===== src/rtl/mem_access_pkg.sv =====
// ---------------------------------------------------------------------------
// mem_access_pkg
// Shared types and constants for the MMIO memory access unit:
//   - size_t    : request size encodings (byte / half / word / reserved)
//   - state_t   : access sequencer states
//   - OFF_MASK_*: which byte-offset bits are meaningful for each size
//   - lane_mask / align_off / misaligned : offset helpers built on the masks
// No ports (package).
// ---------------------------------------------------------------------------
package mem_access_pkg;

    typedef enum logic [1:0] {
        SIZE_B    = 2'b00,
        SIZE_H    = 2'b01,
        SIZE_W    = 2'b10,
        SIZE_RSVD = 2'b11
    } size_t;

    typedef enum logic [2:0] {
        IDLE      = 3'd0,
        LD_ISSUE  = 3'd1,
        LD_CAP    = 3'd2,
        ST_ISSUE  = 3'd3,
        RMW_RD    = 3'd4,
        RMW_MERGE = 3'd5,
        RMW_WR    = 3'd6,
        RESP      = 3'd7
    } state_t;

    localparam int BYTE_BITS = 8;
    localparam int HALF_BITS = 16;

    // Offset bits that select a lane for each size; the cleared bits must be
    // zero for a naturally aligned access.
    localparam logic [1:0] OFF_MASK_B = 2'b11;
    localparam logic [1:0] OFF_MASK_H = 2'b10;
    localparam logic [1:0] OFF_MASK_W = 2'b00;

    function automatic logic [1:0] lane_mask(input size_t size);
        case (size)
            SIZE_B:  return OFF_MASK_B;
            SIZE_H:  return OFF_MASK_H;
            default: return OFF_MASK_W;
        endcase
    endfunction

    function automatic logic [1:0] align_off(input size_t size, input logic [1:0] off);
        return off & lane_mask(size);
    endfunction

    function automatic logic misaligned(input size_t size, input logic [1:0] off);
        return (off & ~lane_mask(size)) != 2'b00;
    endfunction

endpackage


===== src/rtl/mem_access_unit_if.sv =====
// ---------------------------------------------------------------------------
// mem_access_unit_if
// Bundles the core request/response handshake and the memory-side bus of the
// memory access unit.
//   req_*   : core -> unit load/store request (valid/ready handshake)
//   resp_*  : unit -> core response (valid/ready handshake)
//   mem_*   : unit <-> word-only memory (strobes, region, address, data)
// Modports:
//   master : environment side (core + memory) driving requests and read data
//   slave  : the access unit itself
// ---------------------------------------------------------------------------
interface mem_access_unit_if #(
    parameter int ADDR_WIDTH = 16
);

    logic                  req_valid;
    logic                  req_ready;
    logic                  req_store;
    logic                  req_ram;
    logic [1:0]            req_size;
    logic                  req_signed;
    logic [ADDR_WIDTH+1:0] req_addr;
    logic [31:0]           req_wdata;

    logic                  resp_valid;
    logic                  resp_ready;
    logic [31:0]           resp_rdata;
    logic                  resp_err;

    logic                  mem_load_en;
    logic                  mem_store_en;
    logic                  mem_use_ram;
    logic [ADDR_WIDTH-1:0] mem_addr;
    logic [31:0]           mem_wdata;
    logic [31:0]           mem_rdata;

    modport master (
        output req_valid, req_store, req_ram, req_size, req_signed, req_addr, req_wdata,
        output resp_ready, mem_rdata,
        input  req_ready, resp_valid, resp_rdata, resp_err,
        input  mem_load_en, mem_store_en, mem_use_ram, mem_addr, mem_wdata
    );

    modport slave (
        input  req_valid, req_store, req_ram, req_size, req_signed, req_addr, req_wdata,
        input  resp_ready, mem_rdata,
        output req_ready, resp_valid, resp_rdata, resp_err,
        output mem_load_en, mem_store_en, mem_use_ram, mem_addr, mem_wdata
    );

endinterface


===== src/rtl/mem_lane_unit.sv =====
// ---------------------------------------------------------------------------
// mem_lane_unit
// Pure combinational byte-lane logic for sub-word accesses on a 32-bit word.
// Ports:
//   word       in  32  word read from memory
//   size       in  2   access size (size_t)
//   off        in  2   byte offset inside the word (already aligned to size)
//   sign_ext   in  1   sign-extend byte/half loads
//   wdata      in  32  right-aligned store data
//   load_data  out 32  addressed lane, zero/sign extended (word passes through)
//   merge_data out 32  word with the addressed lane replaced by wdata
// ---------------------------------------------------------------------------
module mem_lane_unit
    import mem_access_pkg::*;
(
    input  logic [31:0] word,
    input  size_t       size,
    input  logic [1:0]  off,
    input  logic        sign_ext,
    input  logic [31:0] wdata,
    output logic [31:0] load_data,
    output logic [31:0] merge_data
);

    logic [BYTE_BITS-1:0] byte_sel;
    logic [HALF_BITS-1:0] half_sel;

    always_comb begin
        byte_sel  = word[7:0];
        case (off)
            2'd1:    byte_sel = word[15:8];
            2'd2:    byte_sel = word[23:16];
            2'd3:    byte_sel = word[31:24];
            default: byte_sel = word[7:0];
        endcase
        half_sel  = off[1] ? word[31:16] : word[15:0];

        load_data = word;
        case (size)
            SIZE_B:  load_data = {{(32-BYTE_BITS){sign_ext & byte_sel[BYTE_BITS-1]}}, byte_sel};
            SIZE_H:  load_data = {{(32-HALF_BITS){sign_ext & half_sel[HALF_BITS-1]}}, half_sel};
            default: load_data = word;
        endcase
    end

    // Only the addressed lane takes store data; every other lane keeps the
    // value that was just read back.
    always_comb begin
        merge_data = word;
        case (size)
            SIZE_B: begin
                case (off)
                    2'd1:    merge_data[15:8]  = wdata[7:0];
                    2'd2:    merge_data[23:16] = wdata[7:0];
                    2'd3:    merge_data[31:24] = wdata[7:0];
                    default: merge_data[7:0]   = wdata[7:0];
                endcase
            end
            SIZE_H: begin
                if (off[1]) begin
                    merge_data[31:16] = wdata[15:0];
                end else begin
                    merge_data[15:0]  = wdata[15:0];
                end
            end
            default: merge_data = wdata;
        endcase
    end

endmodule


===== src/rtl/mem_access_unit.sv =====
// ---------------------------------------------------------------------------
// mem_access_unit
// Initiator side of the MMIO memory port. Takes byte/half/word load and store
// requests from the core, sequences the word-only memory (sub-word stores are
// done as read-modify-write), extracts/extends sub-word load data and returns
// a single response per request.
// Ports:
//   clk    in  system clock, rising edge
//   reset  in  synchronous active-high reset
//   bus    mem_access_unit_if.slave : req_*, resp_*, mem_* signals
// Configuration:
//   MEM_ACCESS_ERR_EN defined   : reserved size, misaligned half/word and
//                                 ROM stores complete with resp_err=1 and no
//                                 memory traffic.
//   MEM_ACCESS_ERR_EN undefined : resp_err is 0, misaligned offsets are
//                                 cleared down to the size, reserved size
//                                 acts as word, ROM stores run normally with
//                                 mem_use_ram=0.
// ---------------------------------------------------------------------------
module mem_access_unit
    import mem_access_pkg::*;
#(
    parameter int ADDR_WIDTH = 16
) (
    input logic             clk,
    input logic             reset,
    mem_access_unit_if.slave bus
);

    state_t                state;
    state_t                state_next;

    size_t                 lat_size;
    logic [1:0]            lat_off;
    logic                  lat_signed;
    logic [ADDR_WIDTH-1:0] addr_q;
    logic                  use_ram_q;
    logic [31:0]           wdata_q;
    logic [31:0]           rdata_q;

    logic                  accept;
    size_t                 req_size_in;
    size_t                 eff_size;
    logic [1:0]            eff_off;
    logic                  req_fault;

    logic [31:0]           load_data;
    logic [31:0]           merge_data;

    assign accept      = bus.req_valid && (state == IDLE);
    assign req_size_in = size_t'(bus.req_size);

    // Request decode: either flag faults, or normalise size/offset so that
    // every request maps onto a legal aligned access.
    always_comb begin
        eff_size  = req_size_in;
        eff_off   = bus.req_addr[1:0];
        req_fault = 1'b0;
`ifdef MEM_ACCESS_ERR_EN
        req_fault = (req_size_in == SIZE_RSVD)
                 || misaligned(req_size_in, bus.req_addr[1:0])
                 || (bus.req_store && !bus.req_ram);
`else
        if (req_size_in == SIZE_RSVD) begin
            eff_size = SIZE_W;
        end
        eff_off = align_off(eff_size, bus.req_addr[1:0]);
`endif
    end

    // lat_size/lat_off/wdata_q describe the in-flight access. wdata_q doubles
    // as the store data source for the merge and as the merged result driven
    // on mem_wdata during RMW_WR.
    mem_lane_unit u_lane (
        .word       (bus.mem_rdata),
        .size       (lat_size),
        .off        (lat_off),
        .sign_ext   (lat_signed),
        .wdata      (wdata_q),
        .load_data  (load_data),
        .merge_data (merge_data)
    );

    always_ff @(posedge clk) begin
        if (reset) begin
            state <= IDLE;
        end else begin
            state <= state_next;
        end
    end

    always_comb begin
        state_next = state;
        case (state)
            IDLE: begin
                if (accept) begin
                    if (req_fault) begin
                        state_next = RESP;
                    end else if (!bus.req_store) begin
                        state_next = LD_ISSUE;
                    end else if (eff_size == SIZE_W) begin
                        state_next = ST_ISSUE;
                    end else begin
                        state_next = RMW_RD;
                    end
                end
            end
            LD_ISSUE:  state_next = LD_CAP;
            LD_CAP:    state_next = RESP;
            ST_ISSUE:  state_next = RESP;
            RMW_RD:    state_next = RMW_MERGE;
            RMW_MERGE: state_next = RMW_WR;
            RMW_WR:    state_next = RESP;
            RESP: begin
                if (bus.resp_ready) begin
                    state_next = IDLE;
                end
            end
            default:   state_next = IDLE;
        endcase
    end

    // Datapath registers. The read word arrives the cycle after the load
    // strobe, so both the load capture and the RMW merge happen one state
    // after their issue state. Response data is cleared once consumed so a
    // stale load result never lingers while idle.
    always_ff @(posedge clk) begin
        if (reset) begin
            lat_size   <= SIZE_B;
            lat_off    <= 2'b00;
            lat_signed <= 1'b0;
            addr_q     <= '0;
            use_ram_q  <= 1'b0;
            wdata_q    <= '0;
            rdata_q    <= '0;
        end else begin
            case (state)
                IDLE: begin
                    if (accept) begin
                        lat_size   <= eff_size;
                        lat_off    <= eff_off;
                        lat_signed <= bus.req_signed;
                        addr_q     <= bus.req_addr[ADDR_WIDTH+1:2];
                        use_ram_q  <= bus.req_ram;
                        wdata_q    <= bus.req_wdata;
                        rdata_q    <= '0;
                    end
                end
                LD_CAP:    rdata_q <= load_data;
                RMW_MERGE: wdata_q <= merge_data;
                RESP: begin
                    if (bus.resp_ready) begin
                        rdata_q <= '0;
                    end
                end
                default: ;
            endcase
        end
    end

`ifdef MEM_ACCESS_ERR_EN
    logic err_q;

    // Fault flag is captured with the request and dropped when the response
    // is consumed.
    always_ff @(posedge clk) begin
        if (reset) begin
            err_q <= 1'b0;
        end else if (accept) begin
            err_q <= req_fault;
        end else if ((state == RESP) && bus.resp_ready) begin
            err_q <= 1'b0;
        end
    end

    assign bus.resp_err = err_q;
`else
    assign bus.resp_err = 1'b0;
`endif

    assign bus.req_ready    = (state == IDLE);
    assign bus.resp_valid   = (state == RESP);
    assign bus.resp_rdata   = rdata_q;
    assign bus.mem_load_en  = (state == LD_ISSUE) || (state == RMW_RD);
    assign bus.mem_store_en = (state == ST_ISSUE) || (state == RMW_WR);
    assign bus.mem_use_ram  = use_ram_q;
    assign bus.mem_addr     = addr_q;
    assign bus.mem_wdata    = wdata_q;

endmodule


===== src/flat_wrapper.sv =====
// flat-port wrapper written by rule: the top's interface ports become plain ports
module mem_access_unit_flat import mem_access_pkg::*;
#(
    parameter int ADDR_WIDTH = 16
)
  (clk, reset, bus_req_valid, bus_req_store, bus_req_ram, bus_req_size, bus_req_signed, bus_req_addr, bus_req_wdata, bus_resp_ready, bus_mem_rdata, bus_req_ready, bus_resp_valid, bus_resp_rdata, bus_resp_err, bus_mem_load_en, bus_mem_store_en, bus_mem_use_ram, bus_mem_addr, bus_mem_wdata);
  mem_access_unit_if #(.ADDR_WIDTH(ADDR_WIDTH)) bus_i ();
  input logic clk;
  input logic reset;
  input wire logic [$bits(bus_i.req_valid)-1:0] bus_req_valid;
  input wire logic [$bits(bus_i.req_store)-1:0] bus_req_store;
  input wire logic [$bits(bus_i.req_ram)-1:0] bus_req_ram;
  input wire logic [$bits(bus_i.req_size)-1:0] bus_req_size;
  input wire logic [$bits(bus_i.req_signed)-1:0] bus_req_signed;
  input wire logic [$bits(bus_i.req_addr)-1:0] bus_req_addr;
  input wire logic [$bits(bus_i.req_wdata)-1:0] bus_req_wdata;
  input wire logic [$bits(bus_i.resp_ready)-1:0] bus_resp_ready;
  input wire logic [$bits(bus_i.mem_rdata)-1:0] bus_mem_rdata;
  output wire logic [$bits(bus_i.req_ready)-1:0] bus_req_ready;
  output wire logic [$bits(bus_i.resp_valid)-1:0] bus_resp_valid;
  output wire logic [$bits(bus_i.resp_rdata)-1:0] bus_resp_rdata;
  output wire logic [$bits(bus_i.resp_err)-1:0] bus_resp_err;
  output wire logic [$bits(bus_i.mem_load_en)-1:0] bus_mem_load_en;
  output wire logic [$bits(bus_i.mem_store_en)-1:0] bus_mem_store_en;
  output wire logic [$bits(bus_i.mem_use_ram)-1:0] bus_mem_use_ram;
  output wire logic [$bits(bus_i.mem_addr)-1:0] bus_mem_addr;
  output wire logic [$bits(bus_i.mem_wdata)-1:0] bus_mem_wdata;
  assign bus_i.req_valid = bus_req_valid;
  assign bus_i.req_store = bus_req_store;
  assign bus_i.req_ram = bus_req_ram;
  assign bus_i.req_size = bus_req_size;
  assign bus_i.req_signed = bus_req_signed;
  assign bus_i.req_addr = bus_req_addr;
  assign bus_i.req_wdata = bus_req_wdata;
  assign bus_i.resp_ready = bus_resp_ready;
  assign bus_i.mem_rdata = bus_mem_rdata;
  assign bus_req_ready = bus_i.req_ready;
  assign bus_resp_valid = bus_i.resp_valid;
  assign bus_resp_rdata = bus_i.resp_rdata;
  assign bus_resp_err = bus_i.resp_err;
  assign bus_mem_load_en = bus_i.mem_load_en;
  assign bus_mem_store_en = bus_i.mem_store_en;
  assign bus_mem_use_ram = bus_i.mem_use_ram;
  assign bus_mem_addr = bus_i.mem_addr;
  assign bus_mem_wdata = bus_i.mem_wdata;
  mem_access_unit #(.ADDR_WIDTH(ADDR_WIDTH)) u_core (.clk(clk), .reset(reset), .bus(bus_i));
endmodule

===== config.mk =====
export PLATFORM = sky130hd
export DESIGN_NAME = mem_access_unit_flat
export DESIGN_NICKNAME = d
export VERILOG_FILES = /design/src/rtl/mem_access_pkg.sv /design/src/rtl/mem_access_unit_if.sv /design/src/rtl/mem_lane_unit.sv /design/src/rtl/mem_access_unit.sv /design/src/flat_wrapper.sv
export SDC_FILE = /design/constraint.sdc
export NUM_CORES = 1
export LEC_CHECK = 0
export BUFFER_PORTS_ARGS = -buffer_cell sky130_fd_sc_hd__buf_4
export CAP_MARGIN = 20
export CORE_MARGIN = 1
export CORE_UTILIZATION = 45
export CTS_CLUSTER_DIAMETER = 80
export CTS_CLUSTER_SIZE = 40
export DETAILED_ROUTE_END_ITERATION = 16
export PLACE_DENSITY = 0.75
export SYNTH_ARGS = -nofsm -noshare
export SYNTH_HDL_FRONTEND = slang
export SYNTH_SLANG_ARGS = --single-unit

===== constraint.sdc =====
create_clock -name clk -period 2.1 [get_ports clk]
set_input_delay 0.105 -clock clk [delete_from_list [all_inputs] [get_ports clk]]
set_output_delay 0.105 -clock clk [all_outputs]
set_load 0.005 [all_outputs]

== Word level (Yosys, flattened, before mapping) ==
Index checks and enable logic that the tools add are counted.

* Register bits after elaboration: 89
* Input port bits: 91
* Output and inout bits: 86
* Word-level logic and storage cells: 70

* Equality and inequality tests: 19
* Multiplexer cells: 22
* Bitwise logic cells: 3
* Reduce and logical (&&, ||, !) cells: 16

{| class="wikitable"
|+ Operators by type and width
! kind !! count
|-
| $pmux 32 s2 || 3
|-
| $mux 32 || 3
|-
| $pmux 32 s3 || 1
|-
| $mux 16 || 3
|-
| $mux 8 || 4
|-
| $pmux 8 s3 || 1
|-
| $pmux 3 s6 || 1
|-
| $eq 3x3->1 const B || 4
|-
| $mux 3 || 4
|-
| $eq 2x2->1 const B || 4
|-
| $eq 2x1->1 const B || 3
|-
| $eq 3x2->1 const B || 2
|-
| $ne 3x3->1 const B || 2
|-
| $reduce_and 3->1 || 2
|-
| $reduce_or 3->1 || 2
|-
| $reduce_and 5->1 || 1
|-
| $logic_not 2->1 || 2
|-
| $pmux 2 s2 || 1
|-
| $reduce_and 2->1 || 2
|-
| $reduce_and 4->1 || 1
|-
| $eq 3x1->1 const B || 1
|-
| $logic_not 3->1 || 1
|-
| $ne 3x2->1 const B || 1
|-
| $reduce_bool 3->1 || 1
|-
| 8 further kinds || 10
|}

== Depth between registers and ports, before layout ==
Gate-level depths: netlist of run 1.

* Depth after elaboration: 7
* Mapped depth: 7
* Gate-level depth less buffers: 4

== Modules after synthesis ==
Synthesis of run 1 repeated with hierarchy kept, for this count alone.

* Cell total of the unflattened synthesis: 589
* Area total of the unflattened synthesis: 5154.9 um2

{| class="wikitable"
|+ Modules (own cells, without submodules)
! module !! times used !! cells each !! area each (um2)
|-
| mem_access_unit || 1 || 353 || 3442.1
|-
| mem_lane_unit || 1 || 236 || 1712.9
|}

== Least setup slack after synthesis of run 1 ==
Ideal clock, no wire load.

* Path kind: flip-flop to flip-flop
* From: register u_core.lat_off[1]
* To: register u_core.rdata_q[21] (netlist: u_core.bus.resp_rdata[21])
* Setup time: 0.123 ns
* Arrival: 1.681 ns
* Required time: 1.977 ns
* Slack: 0.297 ns
* Cell stages (with the launch flop): 8
* Path buffers: 3
* Period minus slack after synthesis: 1.803 ns
* Cell sequence: dfxtp_1 buf_6 mux4_2 nor2_1 nor4bb_1 buf_4 buf_8 a221o_2

* Cells in the longest elaborated chain, start to end: 5
* Elaborated cells on any way between the ends: 9
* Classes of those cells: eq/ne: 3; mux: 4; bitwise: 2

{| class="wikitable"
|+ RTL lines
! element !! RTL line !! RTL
|-
| from (decl) || mem_access_unit.sv:34 || <nowiki>logic [1:0] lat_off;</nowiki>
|-
| from (signal assigned) || mem_access_unit.sv:141 || <nowiki>lat_off <= eff_off;</nowiki>
|-
| $eq 2x2->1 or $eq 2x1->1 (tied branches) || mem_lane_unit.sv:30 || <nowiki>case (off)</nowiki>
|-
| $pmux 8 s3 || mem_lane_unit.sv:30 ||
|-
| $and 1x1->1 || mem_lane_unit.sv:40 || <nowiki>SIZE_B: load_data = {{(32-BYTE_BITS){sign_ext & byte_sel[BYTE_BITS-1]}}, byte_sel};</nowiki>
|-
| $pmux 32 s2 (*) || mem_lane_unit.sv:39 || <nowiki>case (size)</nowiki>
|-
| $pmux 32 s3 (*) || mem_access_unit.sv:137 || <nowiki>case (state)</nowiki>
|-
| to (signal assigned) || mem_access_unit.sv:149 || <nowiki>LD_CAP: rdata_q <= load_data;</nowiki>
|-
| to (decl) || mem_access_unit.sv:39 || <nowiki>logic [31:0] rdata_q;</nowiki>
|}

Every way passes the cells marked *; elsewhere a longest branch is shown, timed or not.
A chain may end at the register's enable or synchronous reset.

== Worst setup path in the final report of run 1 ==
* From: register u_core.state[0]
* To: register u_core.lat_off[0]

* Cells in the longest elaborated chain, start to end: 3

{| class="wikitable"
|+ RTL lines
! element !! RTL line !! RTL
|-
| from (decl) || mem_access_unit.sv:30 || <nowiki>state_t state;</nowiki>
|-
| from (signal assigned) || mem_access_unit.sv:88 || <nowiki>state <= state_next;</nowiki>
|-
| $logic_not 3->1 (*) || mem_access_unit.sv:50, mem_access_unit.sv:137 ||
|-
| $logic_and 1x1->1 || mem_access_unit.sv:50 || <nowiki>assign accept = bus.req_valid && (state == IDLE);</nowiki>
|-
| $reduce_and 2->1 (no line) (*) || -- ||
|}

Marked as above.

==> results of run 1 <==
## path summary, 6_finish.rpt
path	start	to	slack [ns]	depth (start not counted)
setup / recovery	u_core.state[0]	u_core.lat_off[0]	0.17	5
hold / removal	bus_mem_rdata[16]	u_core.bus.resp_rdata[16]	0.005	2
setup reg to reg	u_core.state[0]	u_core.lat_off[0]	0.17	5
hold reg to reg	u_core.bus.mem_addr[14]	u_core.bus.mem_addr[14]	0.46	2
## Yosys cell counts, types with 2 or more instances
library cell,n,area share (%)
o2bb2ai_1,2,0.39
a31oi_1,9,1.2
a221o_1,7,1.5
and3_1,2,0.28
nor4b_4,2,1.1
mux2_2,8,2.0
o22ai_1,13,1.8
inv_1,3,0.25
nor3_1,15,1.7
nand2b_1,21,2.9
a311oi_1,9,1.7
mux2i_1,13,2.9
nand2_1,67,5.6
o21ai_0,15,1.7
clkbuf_1,34,2.8
and2_1,2,0.28
o221ai_1,16,3.1
a211oi_1,14,2.3
a221o_2,10,2.5
nor2_1,29,2.4
a21oi_1,43,4.8
nand4b_1,9,1.7
buf_1,3,0.25
a32o_1,5,1.1
buf_2,12,1.3
dfxtp_1,89,39
buf_4,2,0.33
nor2b_1,16,2.2
or2_2,2,0.28
a22o_1,16,3.1
nand3_1,10,1.1
nand3b_1,5,0.83
o21a_1,5,0.83
## cells in the final DEF, fill, tap and decap left out, types with 10 or more instances in the layout
cell type      instances
a211oi_1              14
a21oi_1               43
a221o_2               10
a22o_1                16
buf_4                199
clkbuf_8              11
dfxtp_1               89
dlygate4sd3_1         21
mux2i_1               13
nand2_1               67
nand2b_1              21
nand3_1               10
nor2_1                29
nor2b_1               16
nor3_1                14
o21ai_0               15
o221ai_1              16
o22ai_1               13
## registers in the layout, indices dropped and copies added, names as in the netlist
register                cells
u_core.bus.mem_wdata       32
u_core.bus.resp_rdata      32
u_core.bus.mem_addr        16
u_core.state                3
u_core.lat_off              2
u_core.lat_size             2
u_core.bus.mem_use_ram      1
u_core.lat_signed           1
## power breakdown
part | total (mW) | internal [mW] | leakage [nW] | switching [mW]
clock | 1.40 | 0.744 | 0.117 | 0.656
combinational | 1.08 | 0.555 | 1.84 | 0.524
sequential | 1.96 | 1.82 | 0.726 | 0.131
total | 4.44 | 3.12 | 2.69 | 1.31
## cells by family after synthesis
| family | after synthesis | synth area share (%) |
|---|---|---|
| simple gates | 187 | 21.7 |
| compound gates | 172 | 27.6 |
| flops | 89 | 39.4 |
| buf+inv | 57 | 5.64 |
| mux | 22 | 5.37 |
| xor+xnor | 1 | 0.194 |
| other cells | 1 | 0.0829 |
## layout make-up
| type | count | area, um^2 |
|---|---|---|
| multi-input cells | 383 | 2500 |
| well taps | 133 | 166 |
| flip-flops and latches | 89 | 1780 |
| clock inverters | 5 | 85.1 |
| inverters | 4 | 15.0 |
| clock buffers | 11 | 151 |
| fillers | 845 | 3350 |
| repair buffers | 221 | 1720 |
## per-layer routing
| layer | track usage [%] | wire [um] | vias to the layer above |
|---|---|---|---|
| li1 | - | - | 2320 |
| met1 | 39.7 | 6730 | 2323 |
| met2 | 47.8 | 7430 | 271 |
| met3 | 5.27 | 1370 | 43 |
| met4 | 13.5 | 500 | 0 |
| met5 | 0 | 0 | - |
## repair_timing
| action | CTS | global route |
|---|---|---|
| endpoints found under the hold margin | 20 | 0 |
| endpoints found under the setup margin | 0 | 0 |
| hold buffers | 21 | 0 |
==> flow_metrics.py, run 1 <==
metrics = {
    "timing": {
        "slew_violations": 0,
        "fin_ws_ns": 0.174,
        "whs_ns": 0.00450,
        "clock.fmax_mhz": 519,
        "tightest_slew_ns": 0.674,
        "setup_viol": 0,
        "fin_setup_tns_ns": 0,
        "hold_viol_final": 0,
        "relSlewSlack_pct": 55.1,
        "fin_skew_ns": 0.00715,
        "grt_setup_unrepaired": "no",
        "fin_crit_sh_pct": 91.7,
        "fin_crit_ns": 1.93,
    },
    "finish": {
        "diodes": 0,
        "area_delta_synth_final_pct": 42.0,
        "layoutNonFillerInstCount": 846,
        "final_util_pct": 65.7,
        "fin_nets": 799,
        "drive_gt1_share_pct": 34.5,
        "final_design_area_no_fill_um2": 6420,
    },
    "synthesis": {
        "synth_edf_count": 0,
        "syn_avg_cell_area_um2": 8.55,
        "ys_ff_latch": 89,
        "synthesis.area_um2": 4520,
        "async_flop_share_pct": 0,
        "yosysSeqAreaShare_pct": 39.4,
        "synthesis.nets": 620,
        "syn-instance-count": 529,
        "yosys_warnings": 0,
        "synth_ff_type": "dfxtp_1",
        "ys_types": 54,
    },
    "clock_tree": {
        "cts_tree": "yes",
        "post_cts_buffers": 0,
        "cts_root_buffer": "clkbuf_8",
        "clk_latency_ns": 0.37,
        "cts.sink_count": 89,
        "htreeDepth": 3,
        "cts-buffers-inserted": 9,
        "cts-resized-gates": 0,
        "path_clk_slew_ns": 0.09,
        "clock_tree.buffer_depth": 2,
    },
    "critical_path": {
        "arrival_ns": 2.24,
        "critPathLaunchType": "flip-flop",
        "cp_max_fo": 22,
        "slowest_stage": "dlygate4sd3_1",
        "crit_type": "flip-flop to flip-flop",
        "crit_family": "buffers and inverters",
        "path_buf_inv": 2,
        "cp_cell_sequence": "nor4b_4 > buf_4 > nand3_1 > dlygate4sd3_1 > a21oi_1",
        "end_kind": "flip-flop",
        "required_ns": 2.42,
        "slowest_delay_ns": 0.56,
    },
    "die": {
        "core_area_um2": 9770,
        "die_h_um": 102,
        "floorplan.rows": 36,
        "die_w_um": 102,
        "initial_utilization_pct": 46.3,
        "ios": 177,
        "die_area_um2": 10500,
    },
    "global_routing": {
        "grt_pass1_wl_um": 23700,
        "grt_usage_pct": 30.0,
        "grt_max_degree": 33,
        "grt_overflow_total": 0,
        "antenna_found_initial": 0,
        "grt_pass1_vias": 4462,
    },
    "placed_design": {
        "dpl_cell_area_um2": 5970,
        "dp_slack_ns": 0.269,
        "io_buffers": 175,
        "dp.cells": 809,
        "dpl.hpwl_um": 11500,
        "place.gp.congestion": 0.923,
    },
    "detailed_routing": {
        "postRouteAntennaNets": 0,
        "drc": 0,
        "vias": 4957,
        "wl_um": 16000,
        "wl_per_cell_um": 18.9,
        "first_pass_iters": 5,
        "viasPerCell": 5.86,
        "drtIter0Drc": 422,
    },
    "hold_path": {
        "hp-class": "input pin to flip-flop",
    },
    "flow_run": {
        "maxCapViolations": 0,
    },
    "pwr": {
        "power_mw": 4.44,
        "powerDensity_nw_per_um2": 691,
        "vdd_drop_max_mv": 0.417,
        "p_leak_nw": 2.69,
    },
    "status": {
        "status": "finished, final reports clean",
    },
}
Power figures use the tool's default switching activity.
==> run 2: changes to the inputs <==
--- a/config.mk
+++ b/config.mk
@@ -5,6 +5,7 @@
 export SDC_FILE = /design/constraint.sdc
 export NUM_CORES = 1
 export LEC_CHECK = 0
+export ABC_AREA = 1
 export BUFFER_PORTS_ARGS = -buffer_cell sky130_fd_sc_hd__buf_4
 export CAP_MARGIN = 20
 export CORE_MARGIN = 1
@@ -12,7 +13,7 @@
 export CTS_CLUSTER_DIAMETER = 80
 export CTS_CLUSTER_SIZE = 40
 export DETAILED_ROUTE_END_ITERATION = 16
-export PLACE_DENSITY = 0.75
+export PLACE_DENSITY = 0.74
 export SYNTH_ARGS = -nofsm -noshare
 export SYNTH_HDL_FRONTEND = slang
 export SYNTH_SLANG_ARGS = --single-unit
==> flow_metrics.py, run 2 <==
metrics = {
    "synthesis": {
        "synth_edf_count": 0,
        "yosysTopAreaCell": "dfxtp_1",
        "ys_types": 36,
        "yosysMostFrequentCell": "nand2_1",
        "syn_avg_cell_area_um2": 6.65,
        "synthesis.nets": 809,
        "synth.top_cell.area_share_pct": 37.3,
        "yosysSeqAreaShare_pct": 37.3,
        "synth_area_leaders": "dfxtp_1 (37%), nand2_1 (15%), a21oi_1 (9.6%)",
        "ys_ff_latch": 89,
        "async_flop_share_pct": 0,
        "yosys_warnings": 0,
        "syn-instance-count": 718,
        "synth_common_cells": "nand2_1 (185), a21oi_1 (92), dfxtp_1 (89)",
        "synthesis.area_um2": 4780,
        "synth_ff_type": "dfxtp_1",
    },
    "critical_path": {
        "end_kind": "flip-flop",
        "critPathLaunchType": "flip-flop",
        "cp_max_fo": 15,
        "ff2ff_path_depth": 6,
        "required_ns": 2.39,
        "crit_type": "flip-flop to flip-flop",
        "arrival_ns": 2.16,
    },
    "detailed_routing": {
        "vias": 5599,
        "wl_per_cell_um": 15.7,
        "first_pass_iters": 5,
        "drc": 0,
        "drtIter0Drc": 375,
        "viasPerCell": 5.44,
        "wl_um": 16100,
        "postRouteAntennaNets": 0,
    },
    "finish": {
        "final_util_pct": 62.6,
        "fin_nets": 979,
        "layout_commonest_cell": "buf_4",
        "final_cell_mix": "buf_4 (187), nand2_1 (185), a21oi_1 (92)",
        "drive_gt1_share_pct": 26.3,
        "diodes": 0,
        "fill_cells": 929,
        "area_delta_synth_final_pct": 35.2,
    },
    "hold_path": {
        "hp-class": "input pin to flip-flop",
        "min_path_cells": 3,
    },
    "global_routing": {
        "grt_overflow_total": 0,
        "grt_use_met3_pct": 5.49,
        "busiest_layer": "met2",
        "use_met2_pct": 48.9,
        "grt_usage_pct": 29.5,
        "grt_pass1_wl_um": 25700,
        "antenna_found_initial": 0,
        "use_met1_pct": 36.8,
        "grt_pass1_vias": 5315,
        "grt_max_degree": 57,
    },
    "die": {
        "ios": 177,
        "die_h_um": 105,
        "die_area_um2": 11000,
        "floorplan.rows": 37,
        "initial_utilization_pct": 46.3,
        "core_area_um2": 10300,
        "die_w_um": 105,
    },
    "pwr": {
        "powerDensity_nw_per_um2": 1130,
        "p_leak_nw": 2.97,
        "vdd_drop_max_mv": 0.510,
    },
    "flow_run": {
        "maxCapViolations": 0,
    },
    "clock_tree": {
        "clock_tree.buffer_depth": 2,
        "cts_tree": "yes",
        "cts-buffers-inserted": 9,
        "htreeDepth": 3,
        "cts_root_buffer": "clkbuf_8",
        "cts.sink_count": 89,
        "clk_latency_ns": 0.37,
        "path_clk_slew_ns": 0.08,
    },
    "timing": {
        "grt_setup_unrepaired": "no",
        "slew_violations": 0,
        "clock.fmax_mhz": 535,
        "hold_viol_final": 0,
        "relSlewSlack_pct": 59.3,
        "setup_viol": 0,
        "tightest_slew_ns": 0.611,
        "fin_crit_ns": 1.87,
        "fin_crit_sh_pct": 89.1,
        "fin_setup_tns_ns": 0,
        "fin_skew_ns": 0.00593,
    },
    "status": {
        "status": "finished, final reports clean",
    },
    "placed_design": {
        "place.gp.congestion": 0.979,
        "dpl.hpwl_um": 11800,
        "io_buffers": 175,
    },
}
## run 2: cell count changes after synthesis, sizes merged, moves of 17 or more
cell and delta:
nand2 +126, o21ai +51, a21oi +50, nor2 +50, inv +48, nand3 +41
o211ai +29, clkbuf -21, nand2b -21, a221o -17
## run 2: worst paths after layout
kind	start	to	slack (ns)
setup / recovery	u_core.lat_off[1]	u_core.bus.mem_wdata[23]	0.23
hold / removal	bus_req_wdata[19]	u_core.bus.mem_wdata[19]	0.04
setup reg to reg	u_core.lat_off[1]	u_core.bus.mem_wdata[23]	0.23
hold reg to reg	u_core.bus.resp_rdata[8]	u_core.bus.resp_rdata[8]	0.47
## run 2: layout make-up
cell class / count / area (um^2) / share of cell area [%]
Clock buffer: 14 / 163 / 2.52
Clock inverter: 2 / 12.5 / 0.194
Inverter: 53 / 205 / 3.18
Multi-Input combinational cell: 528 / 2520 / 39.1
Sequential cell: 89 / 1780 / 27.6
Tap cell: 136 / 170 / 2.63
Timing Repair Buffer: 207 / 1600 / 24.8
## run 2: metal layers
metal	vias up	part of all wire [%]	wire length (um)
met5	-	0	0
met4	0	3.4	554
met3	46	9.0	1440
met2	295	46	7450
met1	2549	41	6660
li1	2709	-	-
## run 2: stage by stage
step	hold slack (ns)	area, um^2	setup slack (ns)	instances	power, mW
finish	0.0385	6460	0.229	1029	7.30
floorplan	0.240	4780	0.735	718	4.87
global placement	0.327	6080	0.319	993	6.03
global route	0.0732	6460	0.0109	1029	7.82
detailed placement	0.332	6080	0.312	993	6.13
CTS	0.0270	6460	0.290	1029	7.26
## run 2: report_power, final
group / total, mW / leakage (nW) / internal, mW / switching, mW
clock network: 1.10 / 0.0867 / 0.495 / 0.602
logic: 3.63 / 2.15 / 1.45 / 2.17
registers: 2.57 / 0.729 / 2.16 / 0.410
## run 2: kinds of logic after synthesis
kind of cell | share of synthesized area [%]
AND/OR/NAND/NOR | 29.4
flip-flops | 37.3
other | 0.0785
buffers and inverters | 9.87
AO/OA/AOI/OAI | 23.3
## run 2: worst max-delay path, cell delays in order (launching register included)
cell,delay [ns]
dfxtp_1,0.68
nand2_1,0.40
o21ai_0,0.28
a21oi_1,0.11
o21ai_0,0.09
o21ai_1,0.09
a21oi_1,0.16
## run 2: what timing repair did
action | 4_1_cts | 5_1_grt
endpoints found under the hold margin | 20 | 0
hold buffers | 20 | 0
setup buffers | 0 | 0
setup endpoints to repair | 0 | 0
resized for setup | 0 | 0
